[src/rtl/bomb_pkg.sv]
// rtl/bomb_pkg.sv - shared slot state type, coordinate width and default timing constants
package bomb_pkg;

  typedef enum logic [1:0] {
    SLOT_IDLE  = 2'd0,
    SLOT_ARMED = 2'd1,
    SLOT_BLAST = 2'd2
  } slot_state_t;

  localparam int COORD_W          = 11;
  localparam int TILE_BITS_DEF    = 5;
  localparam int FUSE_FRAMES_DEF  = 120;
  localparam int BLAST_FRAMES_DEF = 30;

  // Clear the sub-tile bits so a bomb sits on the tile grid.
  function automatic logic [COORD_W-1:0] tile_snap(input logic [COORD_W-1:0] pos,
                                                   input int tile_bits);
    logic [COORD_W-1:0] mask;
    mask = (COORD_W'(1) << tile_bits) - COORD_W'(1);
    return pos & ~mask;
  endfunction

endpackage

[src/rtl/bomb_slot.sv]
// rtl/bomb_slot.sv - one bomb slot: IDLE/ARMED/BLAST FSM, frame counter, tile position
module bomb_slot
  import bomb_pkg::*;
#(
  parameter int FUSE_FRAMES  = FUSE_FRAMES_DEF,
  parameter int BLAST_FRAMES = BLAST_FRAMES_DEF
) (
  input  logic               clk,
  input  logic               reset,
  input  logic               tick,
  input  logic               alloc,
  input  logic [COORD_W-1:0] alloc_x,
  input  logic [COORD_W-1:0] alloc_y,
  input  logic               detonate,
  output logic               armed,
  output logic               blast,
  output logic               explode,
  output logic [COORD_W-1:0] x,
  output logic [COORD_W-1:0] y
);

  localparam logic [7:0] FUSE_LOAD  = 8'(FUSE_FRAMES);
  localparam logic [7:0] BLAST_LOAD = 8'(BLAST_FRAMES);

  slot_state_t        state, state_nxt;
  logic [7:0]         count, count_nxt;
  logic [COORD_W-1:0] x_nxt, y_nxt;
  logic               explode_nxt;

  always_ff @(posedge clk or posedge reset) begin
    if (reset) begin
      state   <= SLOT_IDLE;
      count   <= '0;
      x       <= '0;
      y       <= '0;
      explode <= 1'b0;
    end else begin
      state   <= state_nxt;
      count   <= count_nxt;
      x       <= x_nxt;
      y       <= y_nxt;
      explode <= explode_nxt;
    end
  end

  always_comb begin
    state_nxt   = state;
    count_nxt   = count;
    x_nxt       = x;
    y_nxt       = y;
    explode_nxt = 1'b0;
    case (state)
      SLOT_IDLE: begin
        if (alloc) begin
          state_nxt = SLOT_ARMED;
          count_nxt = FUSE_LOAD;
          x_nxt     = alloc_x;
          y_nxt     = alloc_y;
        end
      end
      SLOT_ARMED: begin
        // Remote detonation overrides the fuse count on the same cycle.
        if (detonate || (tick && count == 8'd1)) begin
          state_nxt   = SLOT_BLAST;
          count_nxt   = BLAST_LOAD;
          explode_nxt = 1'b1;
        end else if (tick) begin
          count_nxt = count - 8'd1;
        end
      end
      SLOT_BLAST: begin
        if (tick) begin
          if (count == 8'd1) begin
            state_nxt = SLOT_IDLE;
            count_nxt = '0;
          end else begin
            count_nxt = count - 8'd1;
          end
        end
      end
      default: begin
        state_nxt = SLOT_IDLE;
        count_nxt = '0;
      end
    endcase
  end

  assign armed = (state == SLOT_ARMED);
  assign blast = (state == SLOT_BLAST);

endmodule

[src/rtl/bomb_slot_scheduler.sv]
// rtl/bomb_slot_scheduler.sv - bomb pool allocator with duplicate-tile check and ack/reject
// Optional remote detonation input guarded by BOMB_REMOTE_EN.
module bomb_slot_scheduler
  import bomb_pkg::*;
#(
  parameter int NUM_SLOTS    = 4,
  parameter int FUSE_FRAMES  = FUSE_FRAMES_DEF,
  parameter int BLAST_FRAMES = BLAST_FRAMES_DEF,
  parameter int TILE_BITS    = TILE_BITS_DEF
) (
  input  logic                              clk,
  input  logic                              reset,
  input  logic                              startOfFrame,
  input  logic                              dropReq,
  input  logic [COORD_W-1:0]                dropX,
  input  logic [COORD_W-1:0]                dropY,
  output logic                              dropAck,
  output logic                              dropReject,
  output logic [NUM_SLOTS-1:0]              slotArmed,
  output logic [NUM_SLOTS-1:0]              slotBlast,
  output logic [NUM_SLOTS-1:0][COORD_W-1:0] slotX,
  output logic [NUM_SLOTS-1:0][COORD_W-1:0] slotY,
  output logic [NUM_SLOTS-1:0]              explodePulse
`ifdef BOMB_REMOTE_EN
  ,
  input  logic                              detonateReq
`endif
);

  logic detonate;
`ifdef BOMB_REMOTE_EN
  assign detonate = detonateReq;
`else
  assign detonate = 1'b0;
`endif

  logic [COORD_W-1:0]   snap_x, snap_y;
  logic [NUM_SLOTS-1:0] busy, alloc;
  logic                 duplicate, found;

  assign snap_x = tile_snap(dropX, TILE_BITS);
  assign snap_y = tile_snap(dropY, TILE_BITS);

  // Decisions use registered slot state, so a slot finishing its blast this
  // cycle still counts as busy.
  always_comb begin
    busy      = slotArmed | slotBlast;
    duplicate = 1'b0;
    found     = 1'b0;
    alloc     = '0;
    for (int i = 0; i < NUM_SLOTS; i++) begin
      if (busy[i] && slotX[i] == snap_x && slotY[i] == snap_y) duplicate = 1'b1;
      if (!busy[i] && !found) begin
        alloc[i] = 1'b1;
        found    = 1'b1;
      end
    end
    if (!dropReq || duplicate) alloc = '0;
  end

  always_ff @(posedge clk or posedge reset) begin
    if (reset) begin
      dropAck    <= 1'b0;
      dropReject <= 1'b0;
    end else begin
      dropAck    <= dropReq && !duplicate && found;
      dropReject <= dropReq && (duplicate || !found);
    end
  end

  for (genvar i = 0; i < NUM_SLOTS; i++) begin : g_slot
    bomb_slot #(
      .FUSE_FRAMES (FUSE_FRAMES),
      .BLAST_FRAMES(BLAST_FRAMES)
    ) u_slot (
      .clk     (clk),
      .reset   (reset),
      .tick    (startOfFrame),
      .alloc   (alloc[i]),
      .alloc_x (snap_x),
      .alloc_y (snap_y),
      .detonate(detonate),
      .armed   (slotArmed[i]),
      .blast   (slotBlast[i]),
      .explode (explodePulse[i]),
      .x       (slotX[i]),
      .y       (slotY[i])
    );
  end

endmodule

[config.mk]
export PLATFORM = sky130hd
export DESIGN_NAME = bomb_slot_scheduler
export DESIGN_NICKNAME = d
export VERILOG_FILES = /design/src/rtl/bomb_pkg.sv /design/src/rtl/bomb_slot.sv /design/src/rtl/bomb_slot_scheduler.sv
export SDC_FILE = /design/constraint.sdc
export NUM_CORES = 1
export LEC_CHECK = 0
export CAP_MARGIN = 20
export CELL_PAD_IN_SITES_DETAIL_PLACEMENT = 0
export CELL_PAD_IN_SITES_GLOBAL_PLACEMENT = 1
export CORE_ASPECT_RATIO = 1.4
export CORE_MARGIN = 2
export CORE_UTILIZATION = 39
export CTS_CLUSTER_DIAMETER = 30
export DETAILED_ROUTE_END_ITERATION = 10
export GPL_ROUTABILITY_DRIVEN = 0
export PLACE_DENSITY = 0.82
export SYNTH_ARGS = -nofsm -noshare
export SYNTH_HDL_FRONTEND = slang
export SYNTH_SLANG_ARGS = --single-unit
[constraint.sdc]
create_clock -name clk -period 3.2 [get_ports clk]
set_input_delay 0.32 -clock clk [delete_from_list [all_inputs] [get_ports clk]]
set_output_delay 0.32 -clock clk [all_outputs]
set_load 0.005 [all_outputs]
==> Yosys cells after proc, flatten, opt, wreduce, memory -nomap -nowiden <==
Cells that the tools add are included.
{ "word_totals": {"ff_bits": 94, "inputBits": 26, "output_inout_bits": 102, "wordCells": 175} }
{ "op_classes": {"addsub": 4, "eq_ne": 40, "n_mux": 64, "bitwise_logic": 1, "reduce_logical": 44} }
{ "op_table": {"columns": ["op", "n"], "rows": [
  ["8-bit two-way mux", 20],
  ["8-bit one-hot mux with 3 select lines", 4],
  ["6-bit equality test", 8],
  ["8-bit by 1-bit equality test with 1-bit output, second input constant", 4],
  ["2-bit two-way mux", 16],
  ["2-bit != test, second input constant", 16],
  ["8-bit by 1-bit subtractor with 8-bit output, second input constant", 4],
  ["2-bit one-hot mux with 3 select lines", 4],
  ["1-bit two-way mux", 19],
  ["1-bit logical AND", 18],
  ["4-bit AND reduction", 4],
  ["3-bit != test, second input constant", 4],
  ["3-bit AND reduction", 4],
  ["2-bit by 1-bit equality test with 1-bit output, second input constant", 4],
  ["2-bit equality test, second input constant", 4],
  ["1-bit logical NOT", 8],
  ["2-bit logical NOT", 4],
  ["2-bit AND reduction", 4],
  ["4-bit two-way mux", 1],
  ["4-bit OR", 1],
  ["1-bit logical OR", 2]
]} }

==> Logic depth before layout (Yosys ltp) <==
Gate-level depths: netlist of the first run.
{ "depth": {"depth_word": 14, "mapped_depth": 10, "depth_no_buf": 9} }

==> Modules after synthesis <==
A second synthesis of the first run with hierarchy kept.
{ "hier_totals": {"cells_unflattened": 594, "area_unflattened_um2": 7053.0} }
{ "by_module_without_submodules": {"columns": ["mod", "n_inst", "cells_per_inst", "area_per_inst_um2", "seq_area_each_um2"], "rows": [
  ["bomb_slot (g_slot[1].u_slot ...)", 2, 125, 1585.3, 825.8],
  ["bomb_slot (g_slot[0].u_slot)", 1, 125, 1580.3, 825.8],
  ["bomb_slot (g_slot[3].u_slot)", 1, 120, 1511.4, 825.8],
  ["bomb_slot_scheduler", 1, 99, 790.8, 50.0]
]} }

==> Worst setup path after synthesis of the first run <==
OpenSTA, ideal clock, no wires.
{ "synth_path": {"path_type": "reg-to-reg", "from": "register g_slot[2].u_slot.state[0]", "to": "register g_slot[3].u_slot.count[3]", "setup_ps": 121, "t_arrival_ps": 2208, "t_required_ps": 3079, "path_slack_ps": 871, "stages_incl_launch_ff": 11, "n_path_buf": 2, "path_cell_list": "dfrtp_1 inv_1 ha_1 nand2_1 nor4_1 or4_4 buf_6 o31a_1 buf_6 nor3_1 nor2_1"} }
{ "synth_between": {"elab_chain_len": 11, "elab_cells_between_ends": 17, "cone_classes": "eq/ne (3); mux (5); bitwise (1); reduce/logical (8)"} }
{ "synth_rtl": {"columns": ["item", "line", "source"], "rows": [
  ["start, declared", "bomb_slot.sv:25", "slot_state_t state, state_nxt;"],
  ["start signal, assigned", "bomb_slot.sv:38", "state <= state_nxt;"],
  ["2-bit by 1-bit equality test with 1-bit output / 2-bit equality test (equally long branches)", "bomb_slot.sv:88, bomb_slot.sv:89", null],
  ["4-bit OR *", "bomb_slot_scheduler.sv:47", "busy = slotArmed | slotBlast;"],
  ["1-bit logical NOT", "bomb_slot_scheduler.sv:53", "if (!busy[i] && !found) begin"],
  ["1-bit logical AND", "bomb_slot_scheduler.sv:53", null],
  ["1-bit two-way mux", "bomb_slot_scheduler.sv:53", null],
  ["1-bit logical NOT", "bomb_slot_scheduler.sv:53", null],
  ["1-bit logical AND", "bomb_slot_scheduler.sv:53", null],
  ["1-bit two-way mux", "bomb_slot_scheduler.sv:53", null],
  ["4-bit two-way mux *", "bomb_slot_scheduler.sv:58", "if (!dropReq || duplicate) alloc = '0;"],
  ["2-bit != test (no source line) *", null, null],
  ["3-bit AND reduction (no source line) *", null, null],
  ["end signal, assigned", "bomb_slot.sv:39", "count <= count_nxt;"],
  ["end, declared", "bomb_slot.sv:26", "logic [7:0] count, count_nxt;"]
]} }
Mark *: on every way between the ends. The rest lies on a longest branch, timed or not.
A chain may end at the register's enable or synchronous reset.

==> Worst setup path after layout of the first run <==
{ "layout_path": {"from": "input dropX[10]", "to": "register g_slot[1].u_slot.x[6]"} }
{ "layout_between": {"elab_chain_len": 10, "elab_cells_between_ends": 19, "cone_classes": "eq/ne (4); mux (5); reduce/logical (10)"} }
{ "layout_rtl": {"columns": ["item", "line", "source"], "rows": [
  ["start, declared", "bomb_slot_scheduler.sv:15", "input logic [COORD_W-1:0] dropX,"],
  ["6-bit equality test", "bomb_slot_scheduler.sv:52", "if (busy[i] && slotX[i] == snap_x && slotY[i] == snap_y) duplicate = 1'b1;"],
  ["1-bit logical AND (2 in series)", "bomb_slot_scheduler.sv:52", null],
  ["1-bit two-way mux (3 in series)", "bomb_slot_scheduler.sv:52", null],
  ["1-bit two-way mux *", "bomb_slot_scheduler.sv:52", null],
  ["1-bit logical OR *", "bomb_slot_scheduler.sv:58", null],
  ["4-bit two-way mux *", "bomb_slot_scheduler.sv:58", null],
  ["2-bit AND reduction (no source line) *", null, null],
  ["end signal, assigned", "bomb_slot.sv:40", "x <= x_nxt;"],
  ["end, declared", "bomb_slot.sv:18", "output logic [COORD_W-1:0] x,"]
]} }
Marks and branches as above.

==> run metrics, run 1 <==
R2R Path End=g_slot[1].u_slot.state[0]; core area=14500 µm²; Post-Syn Instances=585; Placed Area=6550 µm²; clock-pin slew on the worst setup and hold paths=roughly 0.070 ns; first-pass GRT wire length=~22000 µm; critical-path maximum fanout=12; Flop pwr share=between 30 and 40%; clock power share=16.2%; commonest cells in the netlist=94 x dfrtp_1, 65 x buf_4, 48 x xnor2_1; TritonCTS buffer count=9; Total GRT Usage=17.3%; DR DRC count=0; P&R area growth vs syn=17.6%; count leader, synth=dfrtp_1; # IOs=128; TritonCTS clock tree=done; CP Launch Point=dropX[10]; Hold Buf Count CTS=0; minimum clock period=between 2 and 3 ns; EDFF count, synth=0; final hold violations=0; crit-path cells=clkdlybuf4s50_1, xnor2_1, nand4_1, nor4_1, or4_4, nor2_1, nand2_1, buf_4, mux2_2; share of layout cells above drive strength 1=12.9%; Clk Latency, worst-skew pair=approximately 0.35 ns; Max clock buf depth=2; Setup TNS=0 ns; internal power=4000 µW; setup repair bufs after CTS=0; Tcrit/Tclk final=82.4%; routed length per instance=~16 µm; max-slew headroom at the worst pin=51.9%; # nets final=approximately 700; most used flip-flop cell after synthesis=dfrtp_1; routed vias/inst=5.17; crit end category=flop; max_cap viols=0; # diodes=0; Synth Cell Area=5810 µm²; grt ovf=0; clk_skew=0.00735 ns; Area contributors post-synth=dfrtp_1 40%, mux2_2 8.5%, buf_4 8.4%; Peak Freq=379 MHz; CP arrival=2.87 ns; clock root buffer=clkbuf_16; power density over the cells=953 nW/µm²; combinational share of power=around 49%; crit path capture=g_slot[1].u_slot.x[6]; NetSw=2510 µW; Leak=0.00292 µW; die width=107 µm; port buffer count=77; Initial Util=about two fifths; Avg Cell Area, Syn=between 9 and 10 µm²; Worst-Margin Slew=~0.7 ns; Req. time, crit path=3.43 ns; status=finished clean; startpoint types=input port; R2R Path Start=g_slot[0].u_slot.state[0]; Vias=4352; DRT iter0 DRCs=around 170; row count=52; Reg2Reg Setup Slack=between 0.6 and 0.7 ns; post-CTS sizing=0; area leader, netlist=dfrtp_1; Setup-failing EPs final=0; ys async rst share=between 90% and 100%; initial antenna violation count=0; post-route ant nets=0; slowest CP cell=clkdlybuf4s50_1; Worst Hold Class=in2async; VDD IR max=roughly 0.00044 V; CTS Sinks=94; Unique masters post-synth=53; R2R depth=8; YS warnings=0; number of global-route vias before repair=approximately 4400; DRT Wirelength=13200 µm; Final Max Tran Viols=0; DRT Pass-1 Iters=4; die area=15900 µm²; largest net degree at the start of global routing=40; post-route cell area=6840 µm²; Detailed Place HPWL=9860 µm; DIE HEIGHT=148 µm; register bit count reported by yosys=94; sequential fraction of the synthesis area=between 40% and 50%; WS Path Type=in2reg; unrepaired setup endpoints after global routing=false; H-tree levels=3; Switching Fraction=38.6%; Largest stage delay, worst path=0.76 ns; top cell type's share of synthesized area=roughly two fifths
-- sequential cells by signal, indices dropped and copies added (netlist names) --
name	count
g_slot.u_slot.explode	4
g_slot.u_slot.count	32
dropReject	1
g_slot.u_slot.y	24
g_slot.u_slot.x	24
g_slot.u_slot.state	8
dropAck	1
-- metrics by stage --
step	hold WS, ns	cells	total power (µW)	utilization, %	setup slack [ns]
after floorplan	0.449	624	4250	-	0.431
after global placement	0.480	826	5360	45.1	0.243
after detailed placement	0.485	826	5470	45.1	0.206
after CTS	0.426	842	6560	47.1	0.580
after global routing	0.480	842	7020	47.1	0.431
final	0.399	842	6510	47.1	0.562
-- worst min path at each step --
stage	start	endpoint	slack, ns	cells after the start
finish	reset	g_slot[0].u_slot.explode	0.40	2
global placement	g_slot[2].u_slot.count[7]	g_slot[2].u_slot.count[7]	0.48	1
CTS	reset	g_slot[0].u_slot.count[7]	0.43	2
global route	reset	g_slot[0].u_slot.count[7]	0.48	2
detailed placement	g_slot[2].u_slot.count[7]	g_slot[2].u_slot.count[7]	0.48	1
floorplan	dropReq	dropAck	0.45	1
-- cell type report --
cell class / count / area, µm²
clock buffers: 9 / 225
clock inverters: 7 / 63.8
fillers: 1360 / 7670
inverters: 30 / 114
multi-input cells: 424 / 2950
flip-flops and latches: 94 / 2350
well taps: 189 / 236
repair buffers: 89 / 898
-- cell usage in the layout (no fill, tap or decap), drive strengths merged, types with 3 or more instances in the layout --
master         instances
and2                   3
nor2                  40
conb                  40
a21o                  10
or4                    4
clkdlybuf4s50         77
nor2b                  4
o21ai                 26
a211oi                 3
nand4                  8
ha                    27
nand3                 13
mux2                  51
mux2i                  3
a21oi                 34
a22o                   4
nor4                  10
inv                   33
and3                   3
a31oi                  8
nand2b                 7
clkbuf                 9
nand2                 31
clkinv                 4
dfrtp                 94
nor3                  16
buf                   12
xnor2                 48
-- power by group through the flow --
stage	Sequential, µW	Combinational [µW]	Clock, µW
after floorplan	2170	2080	0
after global placement	2230	3130	0
after detailed placement	2260	3210	0
after CTS	2250	3230	1080
after global routing	2330	3560	1120
final	2250	3210	1050
-- kinds of logic (layout without fill, tap and decap cells) --
logic type               count (synthesis)  in the layout  synth area share (%)
AO/OA/AOI/OAI                          109            109                  12.1
XOR/XNOR                                48             48                  7.23
adder cells (fa/ha/maj)                 27             27                  5.81
buffers and inverters                  106            135                  11.4
flip-flops                              94             94                  40.5
multiplexers                            54             54                  10.4
other                                    1             40                0.0645
AND/OR/NAND/NOR                        146            146                  12.5
-- layer usage --
layer / part of all wire [%] / vias up / global-route usage (%)
met5: 0 / - / 0
li1: - / 2075 / -
met3: 5.2 / 24 / 3.99
met4: 2.9 / 0 / 8.05
met1: 42 / 2119 / 20.5
met2: 50 / 134 / 29.5
-- worst max-delay path, delay by kind of cell --
kind | cells | cell delay [ns]
simple gates | 5 | 1.01
buf+inv | 2 | 0.98
mux | 1 | 0.36
xor+xnor | 1 | 0.18
Power figures use the tool's default switching activity.
==> run 2: changes to the inputs <==
Settings changed: CORE_UTILIZATION 39 to 35, PLACE_DENSITY 0.82 to 0.78.
Clock period 3.2 ns to 2.28 ns, I/O delays scaled along.
==> run metrics, run 2 (synthesized netlist as in run 1, its figures left out) <==
status=finished, violations left; share of layout cells above drive strength 1=27.7% (+15 points); CTS Sinks=94 (unchanged); fin cells=932 (+11%); internal power=6470 µW (+62%); core area=16200 µm² (+12%); Clk Latency, worst-skew pair=0.36 ns (about the same); final hold violations=0 (unchanged); crit end category=flop; Largest stage delay, worst path=0.61 ns (-0.15 ns); H-tree levels=3 (unchanged); Vias=4680 (+7.5%); row count=55 (+5.8%); initial antenna violation count=0 (unchanged); DRT Wirelength=15100 µm (+14%); TritonCTS buffer count=9 (unchanged); DRT Pass-1 Iters=8 (+4); Final Max Tran Viols=0 (unchanged); clock root buffer=clkbuf_16; combinational share of power=56.0% (+6.7 points); Hold Slack=0.189 ns (-0.209 ns); routed length per instance=16.2 µm (+3.4%); Placed Area=7190 µm² (+9.8%); Detailed Place HPWL=11400 µm (+15%); Setup-failing EPs final=5 (+5); unrepaired setup endpoints after global routing=true; most frequent cells in the layout=94 x dfrtp_1, 80 x buf_4, 66 x clkdlybuf4s50_1; grt ovf=0 (unchanged); WS Path Type=reg2reg; Leak=0.00341 µW (+17%); port buffer count=77 (unchanged); max-slew headroom at the worst pin=50.7% (-1.2 points); Hold Buf Count CTS=0 (unchanged); Req. time, crit path=2.51 ns (-0.92 ns); Worst-Margin Slew=0.733 ns (+0.0118 ns); Switching Fraction=38.1% (-0.48 points); max_cap viols=0 (unchanged); routed vias/inst=5.02 (-2.8%); Max clock buf depth=2 (unchanged); PnR worst setup slack=-0.0474 ns (-0.609 ns); crit-path cells=inv_2, ha_4, nand2_2, nor4_2, or4_4, buf_6, o22ai_4, buf_12, o21ai_4, a22o_1; Setup TNS=-0.0959 ns (-0.0959 ns); Peak Freq=430 MHz; die width=113 µm (+5.4%); post-route ant nets=0 (unchanged); VDD IR max=0.000653 V (+50%); most used routing layer=met2; largest net degree at the start of global routing=36 (-10%); minimum clock period=2.33 ns; clock power share=14.2% (-2.0 points); TritonCTS clock tree=done; R2R depth=10 (+2); largest registers=g_slot.u_slot.count: 32 flops, g_slot.u_slot.x: 24 flops, g_slot.u_slot.y: 24 flops; critical-path maximum fanout=8 (-4); # IOs=128 (unchanged); NetSw=3980 µW (+59%); # diodes=0 (unchanged); DR DRC count=11 (+11); met2 Usage GRT=31.9% (+2.4 points); slowest CP cell=or4_4; die area=17700 µm² (+11%); DIE HEIGHT=156 µm (+5.4%); Biggest register=g_slot.u_slot.count; number of global-route vias before repair=4892 (+12%); post-route cell area=7740 µm² (+13%); first-pass GRT wire length=24400 µm (+12%); # nets final=781 (+11%); DRT iter0 DRCs=150 (-10%); Worst Hold Class=in2async; startpoint types=flop; Initial Util=35.8% (-4.3 points); commonest non-fill, non-tap cell in the layout=dfrtp_1; max FFs per register=32 (unchanged); Total GRT Usage=17.3% (+0.024 points); Tcrit/Tclk final=102%; Setup WS pre-CTS=-0.552 ns (-0.758 ns); met1 GRT Util=19.2% (-1.3 points); clk_skew=0.0153 ns (+0.00792 ns); CP arrival=2.56 ns (-0.31 ns); Flop pwr share=29.8% (-4.7 points); met3 usage=4.57% (+0.58 points); power density over the cells=1350 nW/µm² (+42%); P&R area growth vs syn=33.1%; clock-pin slew on the worst setup and hold paths=0.07 ns (about the same); placed cell count=907 (+9.8%); violated checks=design-rule violations, negative setup slack
run 2: final timing paths:
kind | from | end | slack [ns]
min in group clk | dropY[9] | g_slot[0].u_slot.y[9] | 0.21
hold / removal | reset | g_slot[2].u_slot.y[6] | 0.19
max in group asynchronous | reset | g_slot[2].u_slot.y[7] | 1.52
hold reg to reg | g_slot[2].u_slot.count[7] | g_slot[2].u_slot.count[7] | 0.51
setup reg to reg | g_slot[1].u_slot.state[1] | g_slot[0].u_slot.count[5] | -0.05
setup / recovery | g_slot[1].u_slot.state[1] | g_slot[0].u_slot.count[5] | -0.05
run 2: metrics by stage:
step           utilization, %  total power (µW)
6_report                 47.6             10500
5_1_grt                  47.6             11200
4_1_cts                  46.4             10200
3_5_place_dp             44.3              8570
3_3_place_gp             44.3              8400
2_1_floorplan               -              6040
run 2: timing repair:
action / 4_1_cts / 5_1_grt
pin swaps: 4 / 13
setup buffers: 1 / 8
gates resized for setup: 27 / 33
cloned: 0 / 1
setup endpoints to repair: 85 / 75
hold endpoints to repair: 0 / 0
run 2: per-layer routing:
| metal | part of all wire (%) | vias up |
|---|---|---|
| met5 | 0 | - |
| met4 | 2.1 | 0 |
| met3 | 5.8 | 28 |
| met2 | 53 | 139 |
| met1 | 39 | 2279 |
| li1 | - | 2234 |
run 2: area by class of cell:
cell class / instances / area [µm²]
fill: 1481 / 8500
multi-input combinational: 424 / 3160
sequential: 94 / 2350
timing repair buffer: 169 / 1570
tap: 199 / 249
clock buffer: 9 / 225
inverter: 30 / 116
clock inverter: 7 / 66.3
run 2: critical path: cells and delay by family, from the launching register on:
kind,cells,cell delay [ns]
AND/OR/NAND/NOR,3,0.72
AO/OA/AOI/OAI,3,0.46
buffers and inverters,3,0.42
flip-flops,1,0.41
adder cells (fa/ha/maj),1,0.21
run 2: power groups by stage:
stage	logic [µW]	registers, µW	clock network, µW
after floorplan	2990	3050	0
after global placement	5320	3080	0
after detailed placement	5470	3100	0
after CTS	5570	3090	1510
after global routing	6380	3220	1590
final	5850	3120	1480
==> run 3: changes to the inputs <==
Settings changed: CORE_UTILIZATION 35 to 39, CTS_CLUSTER_DIAMETER 30 to 40, PLACE_DENSITY 0.78 to 0.8, SYNTH_HIERARCHICAL from default to 1.
==> run metrics, run 3 <==
Post-Syn Instances=594 (+1.5%); DIE HEIGHT=163 µm (+4.2%); Detailed Place HPWL=15200 µm (+34%); status=finished, violations left; crit end category=flop; routed length per instance=17.2 µm (+6.2%); crit-path cells=or4_4, nor4_4, nand4_1, o22ai_4, nor4_2, or2_4, a21oi_4, a21o_1, nor2_2, a221o_1; largest registers=g_slot.u_slot/x: 44 flops, g_slot.u_slot/y: 44 flops, g_slot.u_slot/count: 32 flops; Unique masters post-synth=60 (+13%); Area contributors post-synth=dfrtp_1 48%, mux2_2 15%, xor2_1 4.0%; final hold violations=0 (unchanged); unrepaired setup endpoints after global routing=true; # fillers=1486 (+0.34%); slowest CP cell=or4_4; Clk Latency, worst-skew pair=0.43 ns (+0.07 ns); YS warnings=6 (+6); clk_skew=0.00933 ns (-0.00595 ns); minimum clock period=2.84 ns (+0.508 ns); row count=58 (+5.5%); top cell type's share of synthesized area=47.5% (+7.1 points); Avg Cell Area, Syn=11.9 µm² (+19%); register bit count reported by yosys=134 (+43%); commonest non-fill, non-tap cell in the layout=buf_4; DR DRC count=0 (-11); CP arrival=3.14 ns (+0.58 ns); Setup-failing EPs final=124 (+119); met2 Usage GRT=41.1% (+9.2 points); Leak=0.00509 µW (+49%); routed vias/inst=5.04 (+0.35%); post-route ant nets=0 (unchanged); sequential fraction of the synthesis area=47.5% (+7.1 points); Synth Cell Area=7050 µm² (+21%); placed cell count=1153 (+27%); final core occ=62.5% (+15 points); port buffer count=117 (+52%); VDD IR max=0.000751 V (+15%); Req. time, crit path=2.59 ns (+0.08 ns); Largest stage delay, worst path=0.56 ns (-0.05 ns); P&R area growth vs syn=58.3%; clock root buffer=clkbuf_16; most used routing layer=met2; Total GRT Usage=22.1% (+4.8 points); max_cap viols=0 (unchanged); Tcrit/Tclk final=124% (+22 points); crit path buf inv count=0 (-3); Worst Hold Class=in2async; clock-pin slew on the worst setup and hold paths=0.06 ns (about the same); ys async rst share=100% (unchanged); area leader, netlist=dfrtp_1; Peak Freq=353 MHz (-18%); met1 GRT Util=24.5% (+5.3 points); die width=118 µm (+4.2%); violated checks=negative setup slack; PnR worst setup slack=-0.556 ns (-0.508 ns); # IOs=128 (unchanged); number of global-route vias before repair=6549 (+34%); Hold Buf Count CTS=0 (unchanged); most frequent cells in the layout=162 x buf_4, 130 x dfrtp_1, 117 x clkdlybuf4s50_1; TritonCTS clock tree=done; R2R Path Start=g_slot[0].u_slot/x[0]; # diodes=0 (unchanged); startpoint types=flop; grt ovf=0 (unchanged); # nets final=984 (+26%); CP delay by family, top=simple AND/OR/NAND/NOR gates; Worst-Margin Slew=0.581 ns (-0.152 ns); fin cells=1203 (+29%); Initial Util=39.5% (+3.7 points); critical-path maximum fanout=5 (-3); DRT iter0 DRCs=439 (+190%); DRT Pass-1 Iters=4 (-4); share of layout cells above drive strength 1=40.5% (+13 points); H-tree levels=4 (+1); most used flip-flop cell after synthesis=dfrtp_1; Vias=6062 (+30%); CP Launch Point=g_slot[0].u_slot/x[0]; DRT Wirelength=20700 µm (+37%); Final Max Tran Viols=0 (unchanged); core area=17900 µm² (+9.9%); met3 usage=5.06% (+0.49 points); first-pass GRT wire length=33500 µm (+37%); initial antenna violation count=0 (unchanged); EDFF count, synth=0 (unchanged); CTS Sinks=134 (+43%); Max clock buf depth=2 (unchanged); WS Path Type=reg2reg; count leader, synth=dfrtp_1; largest net degree at the start of global routing=34 (-5.6%); TritonCTS buffer count=17 (+8); die area=19200 µm² (+8.6%); commonest cells in the netlist=134 x dfrtp_1, 92 x mux2_2, 32 x xor2_1; max-slew headroom at the worst pin=61.3% (+11 points); power density over the cells=1440 nW/µm² (+6.9%)
-- run 3: cell types whose count changed after synthesis, moves of 8 or more --
cell,previous run,this run
a21oi_1,34,22
a31oi_1,8,0
buf_4,65,0
dfrtp_1,94,134
ha_1,27,8
mux2_2,44,92
nand2_1,31,18
nand3_1,13,0
nor2_1,40,19
nor4_1,9,29
xnor2_1,48,17
xor2_1,0,32
-- run 3: layer usage --
metal | vias to the layer above | wire (µm)
li1 | 2852 | -
met1 | 3020 | 8050
met2 | 154 | 11300
met3 | 36 | 850
met4 | 0 | 523
met5 | - | 0
-- run 3: what timing repair did --
item,4_1_cts,5_1_grt
setup endpoints to repair,124,124
gates resized for setup,56,13
pin swaps,9,8
endpoints found under the hold margin,0,0
buffers inserted,8,7
gates cloned,2,1
-- run 3: layout make-up --
class                      count  area (µm²)  share of cell area [%]
clock buffer                  18         429                    3.84
clock inverter                14         140                    1.26
inverter                      30         113                    1.01
multi-input combinational    468        4130                    37.0
sequential                   134        3360                    30.1
tap                          240         300                    2.69
timing repair buffer         299        2690                    24.1
-- run 3: cell families after synthesis --
logic type | after synthesis | synth area share (%)
compound gates | 116 | 12.8
xor+xnor | 49 | 6.08
fa+ha+maj | 8 | 1.42
buf+inv | 48 | 4.01
flops | 134 | 47.5
mux | 92 | 14.7
other cells | 1 | 0.0532
simple gates | 146 | 13.4
-- run 3: where the power goes --
part / internal, µW / leakage [µW] / switching, µW / total, µW
Sequential: 3460 / 0.00166 / 1000 / 4470
Clock: 1530 / 0.000275 / 1140 / 2670
Combinational: 5490 / 0.00315 / 3500 / 8990
-- run 3: worst paths after layout --
| path | end | slack (ns) | depth (start not counted) |
|---|---|---|---|
| max | g_slot[0].u_slot/count[5] | -0.56 | 10 |
| min | dropReject | 0.13 | 2 |
| max reg2reg | g_slot[0].u_slot/count[5] | -0.56 | 10 |
| min reg2reg | g_slot[3].u_slot/count[7] | 0.52 | 1 |
| max in group asynchronous | g_slot[3].u_slot/state[0] | 1.40 | 3 |
| min in group clk | dropReject | 0.37 | 2 |
-- run 3: worst register-to-register path, delay by kind of cell, from the launching register on --
family	cells	cell delay (ns)
simple gates	6	1.43
compound gates	4	0.91
flops	1	0.39
-- run 3: stage by stage --
stage                     TNS, ns  setup slack [ns]  hold slack (ns)  power [µW]  instance area [µm²]
after global placement     -85.63            -0.786            0.503       12500                10200
after global routing       -64.25            -0.663            0.149       17100                11200
after floorplan            -17.72            -0.361          -0.0308        8430                 7610
after CTS                  -53.06            -0.573            0.102       16000                11000
after detailed placement   -91.35            -0.912            0.505       12800                10200
final                      -49.83            -0.556            0.128       16100                11200
